### src/rtl/m2_fsl_chan_mux.sv
// Multi-channel FSL mux/demux between the user FSL endpoints and the single tagged link word stream.
// TX: round-robin arbitration with optional packet lock; RX: tag-steered delivery, invalid tags dropped.
module m2_fsl_chan_mux #(
    parameter int C_NUM_CH   = 4,
    parameter int C_DWIDTH   = 64,
    parameter int C_CH_W     = 2,
    parameter int C_PKT_MODE = 1
) (
    input  logic                             i_clk,
    input  logic                             i_rst_n,
    input  logic [0:C_NUM_CH*C_DWIDTH-1]     i_sfsl_data,
    input  logic [0:C_NUM_CH-1]              i_sfsl_control,
    input  logic [0:C_NUM_CH-1]              i_sfsl_exists,
    output logic [0:C_NUM_CH-1]              o_sfsl_read,
    output logic                             o_tx_valid,
    output logic [0:C_CH_W+C_DWIDTH]         o_tx_data,
    input  logic                             i_tx_ready,
    input  logic                             i_rx_valid,
    input  logic [0:C_CH_W+C_DWIDTH]         i_rx_data,
    output logic                             o_rx_ready,
    output logic [0:C_NUM_CH-1]              o_mfsl_write,
    output logic [0:C_DWIDTH-1]              o_mfsl_data,
    output logic                             o_mfsl_control,
    input  logic [0:C_NUM_CH-1]              i_mfsl_full,
    output logic [0:31]                      o_dbg_tx_cnt,
    output logic [0:31]                      o_dbg_rx_cnt,
    output logic [0:15]                      o_dbg_rx_err
);
    localparam int LW = C_CH_W + 1 + C_DWIDTH;

    // Handshakes: a link word moves when valid & ready are both high in the same cycle; an FSL
    // read/write strobe is a one-cycle pop/push that is only raised when exists=1 / full=0.
    typedef enum logic {S_IDLE = 1'b0, S_LOCKED = 1'b1} state_t;

    state_t              r_state, w_state_nxt;
    logic [C_CH_W-1:0]   r_lock_ch, w_lock_nxt;
    logic [C_CH_W-1:0]   r_rr_ptr, w_rr_nxt;
    logic [C_CH_W-1:0]   w_grant, w_rx_tag;
    logic                w_grant_vld, w_load_ok, w_do_load, w_sel_ctrl;
    logic [0:C_DWIDTH-1] w_sel_data;
    logic [0:C_NUM_CH-1] w_read, w_write;
    logic                w_tag_ok, w_rx_ready;
    logic                r_tx_valid;
    logic [0:LW-1]       r_tx_data;
    logic [31:0]         r_tx_cnt, r_rx_cnt;
    logic [15:0]         r_rx_err;

    // Grant search: the lowest offset from rr_ptr wins, so the loop runs from the far end down.
    always_comb begin
        int idx;
        idx         = 0;
        w_grant     = '0;
        w_grant_vld = 1'b0;
        if (r_state == S_LOCKED) begin
            w_grant     = r_lock_ch;
            w_grant_vld = i_sfsl_exists[r_lock_ch];
        end else begin
            for (int i = C_NUM_CH - 1; i >= 0; i--) begin
                idx = int'(r_rr_ptr) + i;
                if (idx >= C_NUM_CH) idx = idx - C_NUM_CH;
                if (i_sfsl_exists[idx]) begin
                    w_grant     = C_CH_W'(idx);
                    w_grant_vld = 1'b1;
                end
            end
        end
    end

    assign w_sel_ctrl = i_sfsl_control[w_grant];
    assign w_sel_data = i_sfsl_data[int'(w_grant)*C_DWIDTH +: C_DWIDTH];
    assign w_load_ok  = !r_tx_valid | i_tx_ready;
    assign w_do_load  = i_rst_n & w_load_ok & w_grant_vld;
    assign w_rr_nxt   = (int'(w_grant) == C_NUM_CH - 1) ? '0 : w_grant + 1'b1;

    always_comb begin
        w_state_nxt = r_state;
        w_lock_nxt  = r_lock_ch;
        if (w_do_load && C_PKT_MODE != 0) begin
            if (w_sel_ctrl) begin
                w_state_nxt = S_IDLE;
            end else begin
                w_state_nxt = S_LOCKED;
                w_lock_nxt  = w_grant;
            end
        end
    end

    always_comb begin
        w_read = '0;
        if (w_do_load) w_read[w_grant] = 1'b1;
    end

    // RX steering is purely combinational; an out-of-range tag is swallowed.
    assign w_rx_tag = i_rx_data[0:C_CH_W-1];
    assign w_tag_ok = (int'(w_rx_tag) < C_NUM_CH);

    always_comb begin
        w_rx_ready = 1'b0;
        w_write    = '0;
        if (i_rst_n) begin
            w_rx_ready = w_tag_ok ? !i_mfsl_full[w_rx_tag] : 1'b1;
            if (w_tag_ok && i_rx_valid && w_rx_ready) w_write[w_rx_tag] = 1'b1;
        end
    end

    always_ff @(posedge i_clk) begin
        if (!i_rst_n) begin
            r_state    <= S_IDLE;
            r_lock_ch  <= '0;
            r_rr_ptr   <= '0;
            r_tx_valid <= 1'b0;
            r_tx_data  <= '0;
            r_tx_cnt   <= '0;
            r_rx_cnt   <= '0;
            r_rx_err   <= '0;
        end else begin
            r_state   <= w_state_nxt;
            r_lock_ch <= w_lock_nxt;
            if (w_do_load) begin
                r_tx_valid <= 1'b1;
                r_tx_data  <= {w_grant, w_sel_ctrl, w_sel_data};
                r_rr_ptr   <= w_rr_nxt;
            end else if (i_tx_ready) begin
                r_tx_valid <= 1'b0;
            end
            if (r_tx_valid && i_tx_ready) r_tx_cnt <= r_tx_cnt + 32'd1;
            if (|w_write) r_rx_cnt <= r_rx_cnt + 32'd1;
            if (i_rx_valid && !w_tag_ok && r_rx_err != 16'hFFFF) r_rx_err <= r_rx_err + 16'd1;
        end
    end

    assign o_sfsl_read    = w_read;
    assign o_tx_valid     = r_tx_valid;
    assign o_tx_data      = r_tx_data;
    assign o_rx_ready     = w_rx_ready;
    assign o_mfsl_write   = w_write;
    assign o_mfsl_data    = i_rx_data[C_CH_W+1:LW-1];
    assign o_mfsl_control = i_rx_data[C_CH_W];
    assign o_dbg_tx_cnt   = r_tx_cnt;
    assign o_dbg_rx_cnt   = r_rx_cnt;
    assign o_dbg_rx_err   = r_rx_err;
endmodule

### config.mk
export PLATFORM = sky130hd
export DESIGN_NAME = m2_fsl_chan_mux
export DESIGN_NICKNAME = d
export VERILOG_FILES = /design/src/rtl/m2_fsl_chan_mux.sv
export SDC_FILE = /design/constraint.sdc
export NUM_CORES = 1
export LEC_CHECK = 0
export ABC_AREA = 1
export BUFFER_PORTS_ARGS = -buffer_cell sky130_fd_sc_hd__buf_2
export CAP_MARGIN = 20
export CORE_AREA = 3 3 214 216
export CTS_BUF_LIST = sky130_fd_sc_hd__clkbuf_2 sky130_fd_sc_hd__clkbuf_4 sky130_fd_sc_hd__clkbuf_8
export DETAILED_ROUTE_END_ITERATION = 10
export DIE_AREA = 0 0 217 219
export PLACE_DENSITY_LB_ADDON = 0.3
export SLEW_MARGIN = 0
export SYNTH_ARGS = -nofsm -noshare
export SYNTH_HDL_FRONTEND = slang
export SYNTH_SLANG_ARGS = --single-unit
### constraint.sdc
create_clock -name i_clk -period 2.4 [get_ports i_clk]
set_input_delay 0.12 -clock i_clk [delete_from_list [all_inputs] [get_ports i_clk]]
set_output_delay 0.12 -clock i_clk [all_outputs]
set_load 0.005 [all_outputs]
==> flow_metrics.tcl <==
set metrics [dict create \
    grt_pass1_wl_um 58900 \
    multiInputGateArea_um2 4900 \
    report.final.slew_viol_count 0 \
    p_per_area_nw_per_um2 1090 \
    synth_area_um2 9410 \
    post_synth_main_area_contributors "sky130_fd_sc_hd__dfxtp_1, sky130_fd_sc_hd__nand2_1, sky130_fd_sc_hd__inv_1" \
    sequential_element_share_of_the_synthesized_area 0.292 \
    num_rows 77 \
    synth.ff_latch_count 137 \
    layout_common_cells "sky130_fd_sc_hd__buf_2, sky130_fd_sc_hd__nand2_1, sky130_fd_sc_hd__inv_1" \
    globalRoute.totalOverflow 0 \
    die_boundary_height_um 219 \
    reg2reg_depth 17 \
    drc_errors_left 0 \
    cp.arrival_ns 2.23 \
    synth_top_area_frac 0.292 \
    timing.clock.skew_ns 0.0124 \
    totalPowerFinal_mw 15.4 \
    design_area_um2 14100 \
    final_hold_viol_count 0 \
    via_per_inst 4.36 \
    gpl.final_weighted_congestion 0.867 \
    crit_chain "buf_6 -> o21ai_4 -> nand2_2 -> nor2_1 -> o21ai_1 -> nand2_1 -> nand2_2 -> nand2_4 -> buf_6 -> ha_4 -> inv_2 -> nor2_1 -> buf_2" \
    cts_num_sinks 137 \
    timing.critical_path.buf_inv 4 \
    cp.required_ns 2.28 \
    cts-htree-levels 4 \
    timing.final.crit_period_ns 2.35 \
    synth_cells 1473 \
    headroom_to_the_max_slew_limit 0.604 \
    slowest_delay_ns 0.38 \
    drive_gt1_frac 0.287 \
    fp.coreArea_um2 44100 \
    layout_filler_cell_count 4759 \
    placedCellCount 2370 \
    postPlaceCellArea_um2 11600 \
    final-seq-area_um2 2750 \
    nets 2316 \
    tritoncts "built" \
    max_slew.worst_pin.slew_ns 0.594 \
    worst_hold_path.num_cells 5 \
    initialDrtViolationCount 432 \
    detailedPlacementHpwl_um 27000 \
    path_class "reg2out" \
    cp_slowest_cell "sky130_fd_sc_hd__dfxtp_4" \
    buffer_ports.inserted 414 \
    rrSetupSlack_ns 0.10 \
    grt_antenna_before_repair 0 \
    initial_utilization 0.213 \
    drt-total-wl_um 39100 \
    grt_setup_unrepaired "yes" \
    ir_drop_mv 0.724 \
    clk_latency_ns 0.50 \
    final_cell_count_no_fill 2577 \
    timing.fmax_mhz 426 \
    cts-root-to-sink-buffers 2 \
    synth_area_per_cell_um2 6.39 \
    final.hold.worst_slack_ns 0.00903 \
    detail_route.first_pass.iterations 5 \
    cts_made_buffers 17 \
    regToRegStartpoint "r_rr_ptr[0]" \
    final.period_utilization 0.979 \
    mostFrequentLayoutCell "sky130_fd_sc_hd__buf_2" \
    clkSlewWorstSetupHoldPaths_ns 0.09 \
    number_of_max_cap_violations 0 \
    dieArea_um2 47500 \
    first_global_vias 11286 \
    vias 11236 \
    wire_per_inst_um 15.2 \
    ant_nets 0 \
    hp-start "i_sfsl_data[101]" \
    worst_hold_path_type "in2reg" \
    crit_path_max_fanout 6 \
    cellLeakagePower_nw 7.12 \
    cts_root_buf "sky130_fd_sc_hd__clkbuf_8" \
    finalSetupViolCount 0 \
    timing.critical_path.max_delay_family "simple AND/OR/NAND/NOR gates" \
    synthesis.yosys.warnings 0 \
    worstSetupStartpointType "flop" \
    gr-usage-all-layers 0.156 \
    min_delay_worst_endpoint "o_tx_data[40]" \
    finish.utilization 0.318 \
    cp-end-kind "primary output" \
    synth.lib_cells_used.distinct 38 \
    synth_top_cell_by_area "sky130_fd_sc_hd__dfxtp_1" \
    grt_max_degree 83 \
    design.portCount 561 \
    layout-area-overhead-vs-synth_pct 49.4 \
    outcome "finished, final reports clean" \
    rr_endpoint "o_tx_data[64]" \
    chipWidth_um 217 \
]
-- layout make-up --
type / count / share of cell area
antenna: 1 / 0.000178
clock buffer: 22 / 0.0207
clock inverter: 10 / 0.00997
inverter: 274 / 0.0744
multi-input combinational: 925 / 0.349
sequential: 137 / 0.196
tap: 592 / 0.0527
timing repair buffer: 616 / 0.298
-- cell families (layout without fill, tap and decap cells) --
group,Yosys count,in the layout,share of synthesized area
AO/OA/AOI/OAI,296,296,0.188
flip-flops,137,137,0.292
adder cells (fa/ha/maj),6,6,0.00798
buffers and inverters,428,922,0.219
AND/OR/NAND/NOR,569,571,0.260
other,1,17,0.000399
XOR/XNOR,36,36,0.0335
-- tightest hold or removal path, stage by stage --
cell,delay (ns)
sky130_fd_sc_hd__buf_2,0.09
sky130_fd_sc_hd__o21ai_1,0.10
sky130_fd_sc_hd__nand3_1,0.09
sky130_fd_sc_hd__nand2_1,0.04
sky130_fd_sc_hd__inv_1,0.04
-- routing by layer --
metal,GRT usage,part of all wire,vias up
li1,-,-,5593
met1,0.166,0.39,5127
met3,0.0449,0.070,103
met2,0.284,0.50,413
met5,0,0,-
met4,0.0744,0.041,0
-- Yosys cell counts --
master and number:
sky130_fd_sc_hd__nor3_2 2, sky130_fd_sc_hd__o21ba_2 1, sky130_fd_sc_hd__or2_2 1, sky130_fd_sc_hd__o21a_1 28
sky130_fd_sc_hd__nand3_1 88, sky130_fd_sc_hd__nand2_1 338, sky130_fd_sc_hd__buf_6 7, sky130_fd_sc_hd__inv_1 267
sky130_fd_sc_hd__nor3_1 34, sky130_fd_sc_hd__o21ai_1 29, sky130_fd_sc_hd__buf_2 24, sky130_fd_sc_hd__nor2_1 63
sky130_fd_sc_hd__nand2_2 3, sky130_fd_sc_hd__o21ai_0 51, sky130_fd_sc_hd__buf_4 97, sky130_fd_sc_hd__buf_1 4
sky130_fd_sc_hd__o21ai_2 1, sky130_fd_sc_hd__nand4_1 11, sky130_fd_sc_hd__nor3b_1 4, sky130_fd_sc_hd__o221ai_1 1
sky130_fd_sc_hd__inv_2 6, sky130_fd_sc_hd__a31oi_1 1, sky130_fd_sc_hd__nand2_4 2, sky130_fd_sc_hd__nand3_2 3
sky130_fd_sc_hd__nor2_2 4, sky130_fd_sc_hd__a21oi_2 4, sky130_fd_sc_hd__nor4_1 14, sky130_fd_sc_hd__or2_1 1
sky130_fd_sc_hd__inv_6 1, sky130_fd_sc_hd__conb_1 1, sky130_fd_sc_hd__xor2_1 28, sky130_fd_sc_hd__xnor2_1 8
sky130_fd_sc_hd__clkbuf_1 22, sky130_fd_sc_hd__ha_1 6, sky130_fd_sc_hd__nor2_4 1, sky130_fd_sc_hd__a21oi_1 105
sky130_fd_sc_hd__o211ai_1 75, sky130_fd_sc_hd__dfxtp_1 137
-- sequential cells by signal, indices dropped and copies added (netlist names) --
| signal | flops |
|---|---|
| o_tx_data | 67 |
| r_lock_ch | 2 |
| r_rr_ptr | 2 |
| o_tx_valid | 1 |
| o_dbg_rx_cnt | 32 |
| r_state | 1 |
| o_dbg_tx_cnt | 32 |
-- worst max path at each step --
stage,end,startpoint,slack (ns),cells past startpoint
2_1_floorplan,r_rr_ptr[1],r_rr_ptr[0],0.48,13
3_3_place_gp,o_tx_data[63],r_rr_ptr[0],-0.04,16
3_5_place_dp,o_tx_data[27],r_rr_ptr[0],-0.13,16
4_1_cts,o_tx_data[27],r_rr_ptr[0],-0.05,14
5_1_grt,o_sfsl_read[2],r_rr_ptr[0],-0.11,13
6_report,o_sfsl_read[2],r_rr_ptr[0],0.05,13
-- power breakdown --
group	internal, mW	switching, mW
Clock	1.14	1.02
Combinational	4.24	6.00
Sequential	2.73	0.260
Total	8.10	7.28
-- what timing repair did --
item / 4_1_cts / 5_1_grt
hold endpoints to repair: 75 / 0
gates resized for setup: 22 / 59
cloned: 3 / 2
hold buffers: 149 / 0
setup buffers: 13 / 9
pin swaps: 12 / 22
setup endpoints to repair: 43 / 53
-- stage by stage --
step	setup TNS [ns]	setup WS, ns
finish	0	0.0509
global route	-0.410	-0.110
CTS	-1.28	-0.0526
detailed placement	-4.13	-0.128
global placement	-0.847	-0.0438
floorplan	0	0.478
Power figures use the tool's default switching activity.
